<file path="src/rtl/chime_slot_allocator.sv">
// Voice scheduler: maps note-on/note-off requests onto tone-generator slots,
// stealing the oldest slot when all are sounding, and ages slots in ms ticks.
module chime_slot_allocator #(
    parameter int C_SLOTS   = 4,
    parameter int C_DIV_W   = 7,
    parameter int C_HOLD_MS = 1500
) (
    input  logic                 CK_i,
    input  logic                 XARST_i,
    input  logic                 EE_1KHZ_i,
    input  logic                 REQ_VALID_i,
    output logic                 REQ_READY_o,
    input  logic                 REQ_NOTE_i,
    input  logic [C_DIV_W-1:0]   REQ_DIVs_i,
    output logic [C_DIV_W-1:0]   SLOT_divs_o,
    output logic                 SLOT_note_o,
    output logic [C_SLOTS-1:0]   SLOTs_WT_REQ_o,
    output logic [C_SLOTS-1:0]   ACTIVE_o,
    output logic                 STEAL_o
);

    localparam int C_AGE_W = $clog2(C_HOLD_MS + 1);
    localparam int C_IDX_W = (C_SLOTS > 1) ? $clog2(C_SLOTS) : 1;

    typedef enum logic [1:0] {
        ST_IDLE  = 2'd0,
        ST_SCAN  = 2'd1,
        ST_WRITE = 2'd2
    } state_t;

    state_t               state_r;
    logic                 req_note_r;
    logic [C_DIV_W-1:0]   req_div_r;
    logic                 ready_r;
    logic [C_DIV_W-1:0]   slot_divs_r;
    logic                 slot_note_r;
    logic [C_SLOTS-1:0]   wt_req_r;
    logic                 steal_r;
    logic [C_SLOTS-1:0]   active_r;
    logic [C_SLOTS-1:0]   gate_r;
    logic [C_AGE_W-1:0]   age_r  [C_SLOTS];
    logic [C_DIV_W-1:0]   sdiv_r [C_SLOTS];

    logic                 free_found_s;
    logic [C_IDX_W-1:0]   free_idx_s;
    logic [C_IDX_W-1:0]   old_idx_s;
    logic [C_AGE_W-1:0]   old_age_s;
    logic                 match_found_s;
    logic [C_IDX_W-1:0]   match_idx_s;
    logic                 hit_s;
    logic                 steal_s;
    logic [C_IDX_W-1:0]   tgt_s;
    logic [C_SLOTS-1:0]   tgt_onehot_s;

    // Target selection for the latched request, from pre-update slot state.
    always_comb begin
        free_found_s  = 1'b0;
        free_idx_s    = {C_IDX_W{1'b0}};
        match_found_s = 1'b0;
        match_idx_s   = {C_IDX_W{1'b0}};
        old_idx_s     = {C_IDX_W{1'b0}};
        old_age_s     = age_r[0];
        // Descending scans let the lowest matching index win.
        for (int i = C_SLOTS - 1; i >= 0; i--) begin
            if (!active_r[i]) begin
                free_found_s = 1'b1;
                free_idx_s   = C_IDX_W'(i);
            end else begin
                free_found_s = free_found_s;
            end
            if (gate_r[i] && (sdiv_r[i] == req_div_r)) begin
                match_found_s = 1'b1;
                match_idx_s   = C_IDX_W'(i);
            end else begin
                match_found_s = match_found_s;
            end
        end
        // Strict compare keeps the lowest index on equal ages.
        for (int i = 1; i < C_SLOTS; i++) begin
            if (age_r[i] > old_age_s) begin
                old_age_s = age_r[i];
                old_idx_s = C_IDX_W'(i);
            end else begin
                old_age_s = old_age_s;
            end
        end
        if (req_note_r) begin
            hit_s   = 1'b1;
            steal_s = !free_found_s;
            tgt_s   = free_found_s ? free_idx_s : old_idx_s;
        end else begin
            hit_s   = match_found_s;
            steal_s = 1'b0;
            tgt_s   = match_idx_s;
        end
        if (hit_s) begin
            tgt_onehot_s = {{(C_SLOTS-1){1'b0}}, 1'b1} << tgt_s;
        end else begin
            tgt_onehot_s = {C_SLOTS{1'b0}};
        end
    end

    // Request FSM, slot write bus and per-slot age/gate/active state.
    always_ff @(posedge CK_i or negedge XARST_i) begin
        if (!XARST_i) begin
            state_r     <= ST_IDLE;
            req_note_r  <= 1'b0;
            req_div_r   <= {C_DIV_W{1'b0}};
            ready_r     <= 1'b1;
            slot_divs_r <= {C_DIV_W{1'b0}};
            slot_note_r <= 1'b0;
            wt_req_r    <= {C_SLOTS{1'b0}};
            steal_r     <= 1'b0;
            active_r    <= {C_SLOTS{1'b0}};
            gate_r      <= {C_SLOTS{1'b0}};
            for (int i = 0; i < C_SLOTS; i++) begin
                age_r[i]  <= {C_AGE_W{1'b0}};
                sdiv_r[i] <= {C_DIV_W{1'b0}};
            end
        end else begin
            // Ageing; reaching the hold time silently frees the slot.
            for (int i = 0; i < C_SLOTS; i++) begin
                if (active_r[i] && EE_1KHZ_i) begin
                    if (age_r[i] == C_AGE_W'(C_HOLD_MS - 1)) begin
                        age_r[i]    <= C_AGE_W'(C_HOLD_MS);
                        active_r[i] <= 1'b0;
                        gate_r[i]   <= 1'b0;
                    end else begin
                        age_r[i] <= age_r[i] + C_AGE_W'(1);
                    end
                end else begin
                    age_r[i] <= age_r[i];
                end
            end

            case (state_r)
                ST_IDLE: begin
                    wt_req_r <= {C_SLOTS{1'b0}};
                    steal_r  <= 1'b0;
                    if (REQ_VALID_i && ready_r) begin
                        req_note_r <= REQ_NOTE_i;
                        req_div_r  <= REQ_DIVs_i;
                        ready_r    <= 1'b0;
                        state_r    <= ST_SCAN;
                    end else begin
                        ready_r <= 1'b1;
                        state_r <= ST_IDLE;
                    end
                end
                ST_SCAN: begin
                    // Slot updates placed after ageing so a write overrides a same-CK tick.
                    wt_req_r <= tgt_onehot_s;
                    steal_r  <= steal_s;
                    state_r  <= ST_WRITE;
                    if (hit_s) begin
                        slot_note_r <= req_note_r;
                        if (req_note_r) begin
                            slot_divs_r     <= req_div_r;
                            age_r[tgt_s]    <= {C_AGE_W{1'b0}};
                            active_r[tgt_s] <= 1'b1;
                            gate_r[tgt_s]   <= 1'b1;
                            sdiv_r[tgt_s]   <= req_div_r;
                        end else begin
                            slot_divs_r   <= sdiv_r[tgt_s];
                            gate_r[tgt_s] <= 1'b0;
                        end
                    end else begin
                        slot_note_r <= slot_note_r;
                    end
                end
                ST_WRITE: begin
                    wt_req_r <= {C_SLOTS{1'b0}};
                    steal_r  <= 1'b0;
                    ready_r  <= 1'b1;
                    state_r  <= ST_IDLE;
                end
                default: begin
                    wt_req_r <= {C_SLOTS{1'b0}};
                    steal_r  <= 1'b0;
                    ready_r  <= 1'b1;
                    state_r  <= ST_IDLE;
                end
            endcase
        end
    end

    assign REQ_READY_o    = ready_r;
    assign SLOT_divs_o    = slot_divs_r;
    assign SLOT_note_o    = slot_note_r;
    assign SLOTs_WT_REQ_o = wt_req_r;
    assign ACTIVE_o       = active_r;
    assign STEAL_o        = steal_r;

endmodule

</file>
<file path="config.mk">
export PLATFORM = sky130hd
export DESIGN_NAME = chime_slot_allocator
export DESIGN_NICKNAME = d
export VERILOG_FILES = /design/src/rtl/chime_slot_allocator.sv
export SDC_FILE = /design/constraint.sdc
export NUM_CORES = 1
export LEC_CHECK = 0
export ABC_AREA = 1
export BUFFER_PORTS_ARGS = -buffer_cell sky130_fd_sc_hd__buf_2
export CORE_MARGIN = 2
export CORE_UTILIZATION = 56
export DETAILED_ROUTE_END_ITERATION = 10
export PLACE_DENSITY_LB_ADDON = 0.1
export SKIP_LAST_GASP = 1
export SYNTH_ARGS = -nofsm -noshare
export SYNTH_HDL_FRONTEND = slang
export SYNTH_SLANG_ARGS = --single-unit
</file>
<file path="constraint.sdc">
create_clock -name CK_i -period 4.6 [get_ports CK_i]
set_clock_uncertainty 0.2 [all_clocks]
set_input_delay 0.23 -clock CK_i [delete_from_list [all_inputs] [get_ports CK_i]]
set_output_delay 0.23 -clock CK_i [all_outputs]
set_load 0.05 [all_outputs]
</file>
==> results of run 1 <==
## synth_stat cells, drive strengths merged (8+ instances only)
library cell / n
dfrtp: 103
xnor2: 8
xor2: 32
ha: 37
inv: 125
buf: 18
nand4: 15
nor3: 19
nor2: 40
o21ai: 78
nand3: 50
nand2: 285
a21oi: 27
## logic make-up after synthesis
| family | Yosys count |
|---|---|
| fa+ha+maj | 37 |
| simple gates | 423 |
| buf+inv | 150 |
| xor+xnor | 40 |
| flops | 104 |
| compound gates | 116 |
## worst paths after layout
kind	start	to	slack [ns]	cells after the start
setup / recovery	age_r[32]	age_r[22]	-0.22	36
hold / removal	EE_1KHZ_i	ACTIVE_o[1]	0.05	4
setup reg to reg	age_r[32]	age_r[22]	-0.22	36
hold reg to reg	state_r[1]	state_r[1]	0.27	1
max in group asynchronous	XARST_i	SLOT_divs_o[5]	2.82	3
min in group asynchronous	XARST_i	age_r[17]	0.32	2
## per-stage QoR
stage                     TNS [ns]  setup slack [ns]  cell area, sq um  instances  util (%)
final                       -14.57           -0.2205              8419       1127     73.73
after global routing        -38.22           -0.4957              8419       1127     73.73
after CTS                        0          0.001029              7794       1113     68.26
after detailed placement    -31.52           -0.4531              7176       1077     62.84
after global placement      -8.458           -0.1898              7176       1077     62.84
after floorplan                  0           0.04018              6534        870         -
## state kept, by name, indices dropped and copies added (netlist names)
name / cells
SLOT_divs_o: 7
SLOTs_WT_REQ_o: 4
req_note_r: 1
REQ_READY_o: 1
ACTIVE_o: 4
sdiv_r: 28
STEAL_o: 1
state_r: 2
gate_r: 4
req_div_r: 7
age_r: 44
SLOT_note_o: 1
## critical path: cells and delay by family, from the launching register on
kind	cells	cell delay, ns
adders and majority gates	3	0.90
and+or+nand+nor	23	2.09
AOI/OAI and AO/OA	4	0.39
buffers and inverters	6	0.68
DFF	1	0.43
## timing repair
action / in CTS / in global routing
hold buffers: 10 / 0
hold endpoints to repair: 73 / 0
gates resized for setup: 43 / 129
cloned: 5 / 5
endpoints found under the setup margin: 91 / 91
setup buffers: 5 / 9
pin swaps: 16 / 55
## area by class of cell
class	instances	area, sq um
repair inverters	1	11.26
repair buffers	114	959.7
well taps	143	178.9
flip-flops and latches	104	2604
clock inverters	5	61.31
multi-input cells	622	3872
inverters	127	489.2
clock buffers	11	242.7
fillers	857	2999
## layer usage
layer	global-route usage (%)	vias to the layer above	wire length, microns
met5	0	-	0
met4	12.85	0	663
met3	5.825	53	838
met2	50.91	197	9710
met1	34.96	2931	7511
li1	-	3010	-
==> impl_metrics.env, run 1 <==
export IMPL_post_synth_fa_ha_maj_area_fraction_pct=7.088
export IMPL_synthToLayoutAreaGrowth_pct=28.91
export IMPL_grt_first_pass_wirelength_microns=29010
export IMPL_synth_area_mux_share_pct=0
export IMPL_fin_worst_hold_slack_ns=0.05142
export IMPL_diodes=0
export IMPL_pin_count_of_the_biggest_net_entering_global_routing=67
export IMPL_vias_in_the_first_global_route=6016
export IMPL_maximum_clock_rate_mhz=207.4
export IMPL_finalSetupViolCount=90
export IMPL_dr_pass1_iters=5
export IMPL_synth_top_cell_area_share_pct=39.46
export IMPL_initialDrtViolationCount=472
export IMPL_io_buffers=29
export IMPL_maxSlewViolCount=0
export IMPL_initial_core_util_pct=57.20
export IMPL_number_of_antenna_violations_at_the_first_check_in_global_routing=0
export IMPL_synth_lib_cells_used_distinct=43
export IMPL_yosysSeqAreaShare_pct=39.87
export IMPL_clock_tree_root_cell="sky130_fd_sc_hd__clkbuf_16"
export IMPL_path_common_cell="sky130_fd_sc_hd__nand2_4"
export IMPL_timing_worst_slew_pin_value_ns=1.063
export IMPL_clk_latency_ns=0.36
export IMPL_routed_wirelength_normalized_by_instance_count_microns=16.61
export IMPL_edff_count_synth=0
export IMPL_synth_simple_gate_area_share_pct=28.07
export IMPL_timing_critical_path_to_type="register"
export IMPL_post_route_worst_setup_slack_ns=-0.2205
export IMPL_hold_viol=0
export IMPL_vias_per_cell=5.493
export IMPL_worst_setup_path_type="register to register"
export IMPL_critical_path_slowest_cell="sky130_fd_sc_hd__dfrtp_1"
export IMPL_cts_max_path_buffers=2
export IMPL_xor_xnor_cell_area_share_of_the_yosys_netlist_pct=5.364
export IMPL_worst_endpoint_arrival_ns=4.88
export IMPL_gp_congestion=0.8980
export IMPL_fin_nets=1028
export IMPL_hpwl_microns=12430
export IMPL_maxSlewHeadroom_pct=29.12
export IMPL_grt_total_usage_pct=29.16
export IMPL_via_count_of_the_routed_design=6191
export IMPL_core_rowCount=39
export IMPL_rsz0062_at_grt="true"
export IMPL_cts_sink_count=104
export IMPL_die_width_microns=112.0
export IMPL_i_o_pins=30
export IMPL_remaining_drc_errors=0
export IMPL_layout_commonest_cell="sky130_fd_sc_hd__nand2_1"
export IMPL_post_synth_cell_area_avg_sq_um=7.507
export IMPL_synth_async_reset_ratio_pct=100.0
export IMPL_tritoncts="done"
export IMPL_synth_nets=919
export IMPL_cts_htree_levels=3
export IMPL_drv_max_cap_violation_count=0
export IMPL_die_h_microns=112.0
export IMPL_path_max_fanout=7
export IMPL_grt_ovfl_total=0
export IMPL_timing_critical_path_slowest_cell_delay_ns=0.43
export IMPL_core_sq_mm=0.01142
export IMPL_cp_required_ns=4.66
export IMPL_failed_checks="setup timing"
export IMPL_synth_ff_latch_count=104
export IMPL_dieArea_sq_mm=0.01254
export IMPL_register_clock_pin_slew_on_the_reported_worst_setup_and_hold_paths_ns=0.07
export IMPL_drive_above_1_share_pct=26.73
export IMPL_setup_worst_path_start_class="register"
export IMPL_library_cell_with_the_largest_summed_area_after_synthesis="sky130_fd_sc_hd__dfrtp_1"
export IMPL_yosysWarnings=0
export IMPL_final_antenna_net_count=0
export IMPL_totalWireLength_microns=18720
export IMPL_mostFrequentLayoutCells="228 x sky130_fd_sc_hd__nand2_1, 109 x sky130_fd_sc_hd__inv_1, 103 x sky130_fd_sc_hd__dfrtp_1, 61 x sky130_fd_sc_hd__buf_4, 43 x sky130_fd_sc_hd__nand2_2"
export IMPL_syn_inst=870
export IMPL_synthTopCellsByArea="sky130_fd_sc_hd__dfrtp_1 39%, sky130_fd_sc_hd__nand2_1 16%, sky130_fd_sc_hd__ha_1 7.1%"
export IMPL_final_period_utilization_pct=104.8
export IMPL_postSynth_topFlopCell="sky130_fd_sc_hd__dfrtp_1"
export IMPL_hold_path_class="primary input to register"
export IMPL_post_route_min_period_ns=4.821
export IMPL_outcome="finished with violations"
export IMPL_synth_top_family_by_area="simple AND/OR/NAND/NOR gates"
export IMPL_num_cts_buffers=9
export IMPL_synth_compound_gate_area_share_pct=9.943
export IMPL_mappedNetlistArea_sq_mm=0.006531
Power of run 1 is left out: the tool's default activity adds up to more than one toggle a clock period on the data nets, which glitch-free logic cannot reach.
==> inputs of run 2 (changes only) <==
--- a/config.mk
+++ b/config.mk
@@ -10,7 +10,7 @@
 export CORE_MARGIN = 2
 export CORE_UTILIZATION = 56
 export DETAILED_ROUTE_END_ITERATION = 10
-export PLACE_DENSITY_LB_ADDON = 0.1
+export PLACE_DENSITY = 0.86
 export SKIP_LAST_GASP = 1
 export SYNTH_ARGS = -nofsm -noshare
 export SYNTH_HDL_FRONTEND = slang
==> run 2 against run 1 <==
Against the previous run:
- the flow finishes with violations (DRC, setup timing)
- clock-buffer cell count is the same
- sequential share of layout area shrank 0.69 points
- critical path depth shrank 1
- utilization grew 1.7 points
- largest cell class unchanged
==> impl_metrics.env, run 2 (same netlist as run 1, synthesis figures left out) <==
export IMPL_outcome="finished with violations"
export IMPL_failed_checks="DRC, setup timing"
export IMPL_remaining_drc_errors=1
export IMPL_hold_path_class="primary input to register"
export IMPL_post_route_worst_setup_slack_ns=-0.5107
export IMPL_final_antenna_net_count=0
export IMPL_post_layout_nonfiller_instances=1131
export IMPL_layout_commonest_cell="sky130_fd_sc_hd__nand2_1"
export IMPL_grt_first_pass_wirelength_microns=28800
export IMPL_synthToLayoutAreaGrowth_pct=31.84
export IMPL_placedCellCount=1080
export IMPL_fin_nets=1032
export IMPL_grtUsageMet2_pct=49.29
export IMPL_drive_above_1_share_pct=28.95
export IMPL_critical_path_slowest_cell="sky130_fd_sc_hd__dfrtp_1"
export IMPL_register_clock_pin_slew_on_the_reported_worst_setup_and_hold_paths_ns=0.07
export IMPL_number_of_antenna_violations_at_the_first_check_in_global_routing=0
export IMPL_critical_path_top_delay_family="simple AND/OR/NAND/NOR gates"
export IMPL_totalWireLength_microns=20380
export IMPL_path_common_cell="sky130_fd_sc_hd__nand2_1"
export IMPL_maximum_clock_rate_mhz=195.7
export IMPL_clk_latency_ns=0.36
export IMPL_timing_critical_path_to_type="register"
export IMPL_setup_worst_path_start_class="register"
export IMPL_grt_total_usage_pct=28.62
export IMPL_max_flop_register="age_r"
export IMPL_finalInstanceArea_sq_mm=0.008611
export IMPL_pin_count_of_the_biggest_net_entering_global_routing=76
export IMPL_core_rowCount=39
export IMPL_tritoncts="done"
export IMPL_maxSlewHeadroom_pct=35.84
export IMPL_initial_core_util_pct=57.20
export IMPL_finalSetupViolCount=91
export IMPL_initialDrtViolationCount=702
export IMPL_gp_congestion=0.9230
export IMPL_timing_worst_slew_pin_value_ns=0.9624
export IMPL_placed_area_sq_mm=0.007198
export IMPL_maxSlewViolCount=0
export IMPL_cts_max_path_buffers=2
export IMPL_num_cts_buffers=9
export IMPL_hpwl_microns=11470
export IMPL_grt_ovfl_total=0
export IMPL_vias_per_cell=5.840
export IMPL_vias_in_the_first_global_route=6020
export IMPL_clock_tree_root_cell="sky130_fd_sc_hd__clkbuf_16"
export IMPL_drv_max_cap_violation_count=0
export IMPL_groute_layer_met1_usage_pct=35.76
export IMPL_max_reg_flops=44
export IMPL_diodes=0
export IMPL_grt_busiest_layer="met2"
export IMPL_use_met3_pct=6.042
export IMPL_hold_viol=0
export IMPL_worst_setup_path_type="register to register"
export IMPL_largestRegisters="age_r: 44 flops, sdiv_r: 28 flops"
export IMPL_path_max_fanout=11
export IMPL_core_sq_mm=0.01142
export IMPL_mostFrequentLayoutCells="216 x sky130_fd_sc_hd__nand2_1, 108 x sky130_fd_sc_hd__inv_1, 103 x sky130_fd_sc_hd__dfrtp_1, 62 x sky130_fd_sc_hd__buf_4, 49 x sky130_fd_sc_hd__nand2_2"
export IMPL_critical_path_buffer_and_inverter_count=8
export IMPL_cts_htree_levels=3
export IMPL_timing_critical_path_slowest_cell_delay_ns=0.38
export IMPL_die_h_microns=112.0
export IMPL_post_route_min_period_ns=5.111
export IMPL_rsz0062_at_grt="true"
export IMPL_die_width_microns=112.0
export IMPL_worst_endpoint_arrival_ns=5.16
export IMPL_dieArea_sq_mm=0.01254
export IMPL_io_buffers=29
export IMPL_cts_sink_count=104
export IMPL_i_o_pins=30
export IMPL_via_count_of_the_routed_design=6605
export IMPL_dr_pass1_iters=10
export IMPL_cp_required_ns=4.65
export IMPL_routed_wirelength_normalized_by_instance_count_microns=18.02
export IMPL_final_period_utilization_pct=111.1
[run 2: routing by layer]
metal / share of wire, % / vias up
met5: 0 / -
met2: 50 / 403
met1: 37 / 3088
met3: 7.7 / 108
li1: - / 3006
met4: 4.7 / 0
[run 2: stage by stage]
step / worst slack [ns] / TNS (ns) / hold WS (ns) / util [%]
finish: -0.5107 / -37.08 / 0.07574 / 75.41
global route: -0.7284 / -59.14 / 0.07618 / 75.41
CTS: -0.04500 / -0.7137 / 0.06518 / 69.56
detailed placement: -0.2943 / -18.67 / 0.2324 / 63.04
global placement: -0.1196 / -4.822 / 0.2330 / 63.04
floorplan: 0.04018 / 0 / -0.2656 / -
[run 2: worst register-to-register path, delay by kind of cell, from the launching register on]
kind,cells,cell delay [ns]
AND/OR/NAND/NOR,18,1.86
buffers and inverters,8,1.06
AO/OA/AOI/OAI,6,0.76
adder cells (fa/ha/maj),3,0.74
flip-flops,1,0.38
[run 2: layout make-up]
type / instances / area, sq um
tap: 143 / 178.9
sequential: 104 / 2604
clock inverter: 5 / 38.79
multi-input combinational: 620 / 3974
fill: 715 / 2808
clock buffer: 11 / 242.7
inverter: 127 / 486.7
timing repair buffer: 121 / 1086
[run 2: worst paths after layout]
| check | startpoint | endpoint | slack, ns | cells after the start |
|---|---|---|---|---|
| max | age_r[41] | age_r[14] | -0.51 | 35 |
| min in group asynchronous | XARST_i | age_r[10] | 0.37 | 2 |
| min | EE_1KHZ_i | ACTIVE_o[1] | 0.08 | 4 |
| min reg2reg | SLOT_divs_o[2] | SLOT_divs_o[2] | 0.28 | 2 |
| max reg2reg | age_r[41] | age_r[14] | -0.51 | 35 |
| max in group asynchronous | XARST_i | SLOT_divs_o[2] | 2.87 | 3 |
[run 2: repair_timing]
item / 4_1_cts / 5_1_grt
setup endpoints to repair: 91 / 91
pin swaps: 19 / 61
buffers inserted: 6 / 9
gates resized for setup: 68 / 132
hold buffers: 10 / 0
hold endpoints to repair: 82 / 0
cloned: 6 / 5
Power of run 2 is left out for the same reason.
==> inputs of run 3 (changes only) <==
--- a/config.mk
+++ b/config.mk
@@ -5,7 +5,6 @@
 export SDC_FILE = /design/constraint.sdc
 export NUM_CORES = 1
 export LEC_CHECK = 0
-export ABC_AREA = 1
 export BUFFER_PORTS_ARGS = -buffer_cell sky130_fd_sc_hd__buf_2
 export CORE_MARGIN = 2
 export CORE_UTILIZATION = 56
==> run 3 against run 2 <==
Against the previous run:
- the flow finishes with violations (setup timing)
- die area shrank 1.7%
- synthesized cell count down 26%
- routed wire length grew 5.0%
- cell area grew 2.5%
- critical endpoint is now age_r[23]
==> impl_metrics.env, run 3 <==
export IMPL_pwr_density_cell_mw_per_mm2=895.9
export IMPL_grt_total_usage_pct=31.72
export IMPL_cts_max_path_buffers=2
export IMPL_fin_nets=834
export IMPL_num_cts_buffers=9
export IMPL_edff_count_synth=0
export IMPL_outcome="finished with violations"
export IMPL_yosysWarnings=0
export IMPL_library_cell_with_the_largest_summed_area_after_synthesis="sky130_fd_sc_hd__dfrtp_1"
export IMPL_dieArea_sq_mm=0.01233
export IMPL_reg2reg_depth=28
export IMPL_routed_wirelength_normalized_by_instance_count_microns=22.93
export IMPL_place_ws_ns=-1.728
export IMPL_synth_lib_cells_used_distinct=54
export IMPL_vias_per_cell=6.539
export IMPL_worst_r2r_setup_slack_ns=-1.51
export IMPL_via_count_of_the_routed_design=6101
export IMPL_initial_core_util_pct=56.68
export IMPL_failed_checks="setup timing"
export IMPL_io_buffers=29
export IMPL_yosysSeqAreaShare_pct=40.58
export IMPL_register_clock_pin_slew_on_the_reported_worst_setup_and_hold_paths_ns=0.07
export IMPL_maxSlewHeadroom_pct=7.699
export IMPL_syn_inst=646
export IMPL_timing_worst_slew_pin_value_ns=1.374
export IMPL_timing_rr_start="age_r[32]"
export IMPL_crit_path_end="age_r[23]"
export IMPL_mappedNetlistArea_sq_mm=0.006416
export IMPL_drive_above_1_share_pct=38.48
export IMPL_clk_latency_ns=0.36
export IMPL_synthMostInstantiatedCell="sky130_fd_sc_hd__dfrtp_1"
export IMPL_worst_setup_path_type="register to register"
export IMPL_remaining_drc_errors=0
export IMPL_layout_commonest_cell="sky130_fd_sc_hd__dfrtp_1"
export IMPL_crit_reg2reg_capture="age_r[23]"
export IMPL_initialDrtViolationCount=632
export IMPL_finalSetupViolCount=91
export IMPL_cts_htree_levels=3
export IMPL_synth_top_cell_area_share_pct=40.17
export IMPL_hold_path_class="primary input to register"
export IMPL_post_route_min_period_ns=6.112
export IMPL_mostFrequentLayoutCells="103 x sky130_fd_sc_hd__dfrtp_1, 92 x sky130_fd_sc_hd__buf_4, 44 x sky130_fd_sc_hd__nor2_1, 43 x sky130_fd_sc_hd__xnor2_1, 40 x sky130_fd_sc_hd__nand2_1"
export IMPL_post_route_worst_setup_slack_ns=-1.512
export IMPL_die_h_microns=111.0
export IMPL_placedCellCount=867
export IMPL_maxSlewViolCount=0
export IMPL_diodes=0
export IMPL_path_max_fanout=7
export IMPL_core_rowCount=39
export IMPL_die_width_microns=111.0
export IMPL_synth_ff_latch_count=104
export IMPL_rsz0062_at_grt="true"
export IMPL_final_antenna_net_count=0
export IMPL_post_layout_nonfiller_instances=933
export IMPL_hpwl_microns=12250
export IMPL_synthToLayoutAreaGrowth_pct=37.54
export IMPL_vias_in_the_first_global_route=6027
export IMPL_static_leak_nw=3.840
export IMPL_core_sq_mm=0.01132
export IMPL_critPathLaunch="age_r[32]"
export IMPL_final_period_utilization_pct=132.9
export IMPL_drv_max_cap_violation_count=0
export IMPL_dr_pass1_iters=6
export IMPL_clock_tree_root_cell="sky130_fd_sc_hd__clkbuf_16"
export IMPL_critical_path_slowest_cell="sky130_fd_sc_hd__a2111oi_4"
export IMPL_totalWireLength_microns=21390
export IMPL_maximum_clock_rate_mhz=163.6
export IMPL_hold_viol=0
export IMPL_critical_path_buffer_and_inverter_count=8
export IMPL_postSynth_topFlopCell="sky130_fd_sc_hd__dfrtp_1"
export IMPL_max_flop_register="age_r"
export IMPL_worst_path_stages=28
export IMPL_cp_required_ns=4.67
export IMPL_setup_worst_path_start_class="register"
export IMPL_largestRegisters="age_r: 44 flops, sdiv_r: 28 flops"
export IMPL_pin_count_of_the_biggest_net_entering_global_routing=63
export IMPL_cts_sink_count=104
export IMPL_tritoncts="done"
export IMPL_worst_endpoint_arrival_ns=6.18
export IMPL_critical_path_top_delay_family="compound AO/OA/AOI/OAI gates"
export IMPL_fill_cells=624
export IMPL_synth_nets=695
export IMPL_max_reg_flops=44
export IMPL_grt_ovfl_total=0
export IMPL_number_of_antenna_violations_at_the_first_check_in_global_routing=0
export IMPL_post_synth_cell_area_avg_sq_um=9.932
export IMPL_i_o_pins=30
export IMPL_grt_first_pass_wirelength_microns=30840
export IMPL_timing_critical_path_slowest_cell_delay_ns=0.43
export IMPL_timing_critical_path_to_type="register"
export IMPL_synthTopCellsByArea="sky130_fd_sc_hd__dfrtp_1 40%, sky130_fd_sc_hd__ha_1 7.2%, sky130_fd_sc_hd__xnor2_1 5.9%"
export IMPL_synth_async_reset_ratio_pct=100.0
export IMPL_gp_congestion=0.9768
export IMPL_netlist_top_cells_count="103 x sky130_fd_sc_hd__dfrtp_1, 57 x sky130_fd_sc_hd__nor2_1, 43 x sky130_fd_sc_hd__xnor2_1, 42 x sky130_fd_sc_hd__inv_1, 41 x sky130_fd_sc_hd__nand2_1"
export IMPL_worst_ir_drop_vdd_uv=807.7
-- run 3: cell count changes after synthesis, sizes merged, moves of 7 or more --
cell / change
a31oi: +8
o21ai: -59
mux2: +45
nand4: +21
and2: +11
a21oi: +13
a211oi: +9
o311ai: +7
nand2: -244
inv: -83
nor2: +18
nand3: -26
xnor2: +35
xor2: -11
-- run 3: worst min-delay path, delay by kind of cell --
family / cells / cell delay (ns)
compound gates: 1 / 0.11
buf+inv: 1 / 0.18
simple gates: 1 / 0.09
-- run 3: metal layers --
metal  vias to the layer above  track usage [%]  part of all wire (%)
met5                         -                0                     0
li1                       2570                -                     -
met2                       422            55.42                    50
met4                         0            16.63                   6.4
met3                       137            7.764                   7.5
met1                      2972            35.97                    36
-- run 3: kinds of logic after synthesis --
family / Yosys count / share of synthesized area (%)
compound gates: 105 / 11.25
simple gates: 220 / 18.27
mux: 46 / 8.814
xor+xnor: 64 / 8.736
buf+inv: 70 / 5.129
fa+ha+maj: 37 / 7.215
flops: 104 / 40.58
-- run 3: worst min-delay path by stage --
| stage | cells past startpoint | end | start |
|---|---|---|---|
| finish | 3 | ACTIVE_o[2] | EE_1KHZ_i |
| global route | 3 | ACTIVE_o[2] | EE_1KHZ_i |
| CTS | 3 | age_r[22] | EE_1KHZ_i |
| detailed placement | 1 | age_r[32] | XARST_i |
| global placement | 1 | age_r[30] | XARST_i |
| floorplan | 0 | ACTIVE_o[0] | XARST_i |
-- run 3: layout make-up --
class	instances	area [sq um]	share of cell area (%)
clock inverter	6	98.84	1.120
tap	143	178.9	2.028
multi-input combinational	473	4212	47.72
clock buffer	10	239.0	2.708
inverter	42	157.7	1.786
sequential	104	2604	29.51
timing repair buffer	155	1335	15.13
-- run 3: power breakdown --
part / internal, mW / total, mW / switching (mW)
Sequential: 1.23 / 1.68 / 0.446
Clock: 0.500 / 0.863 / 0.363
Combinational: 2.57 / 5.37 / 2.80
-- run 3: stage by stage --
stage / TNS, ns / hold slack (ns) / utilization (%) / cell area, sq um / total power, mW
finish: -127.48 / 0.1033 / 77.95 / 8825 / 7.906
global placement: -107.84 / 0.04982 / 65.38 / 7402 / 5.109
global route: -148.86 / 0.1013 / 77.95 / 8825 / 8.244
floorplan: -73.17 / -0.2656 / - / 6680 / 4.297
detailed placement: -139.87 / 0.05878 / 65.38 / 7402 / 5.336
CTS: -91.97 / 0.05826 / 73.67 / 8341 / 6.935
-- run 3: repair_timing --
item,4_1_cts,5_1_grt
buffers inserted,13,24
hold endpoints to repair,50,0
pin swaps,35,32
resized for setup,53,75
gates cloned,5,1
hold buffers,9,0
setup endpoints to repair,91,91
(Power assumes the default switching activity.)
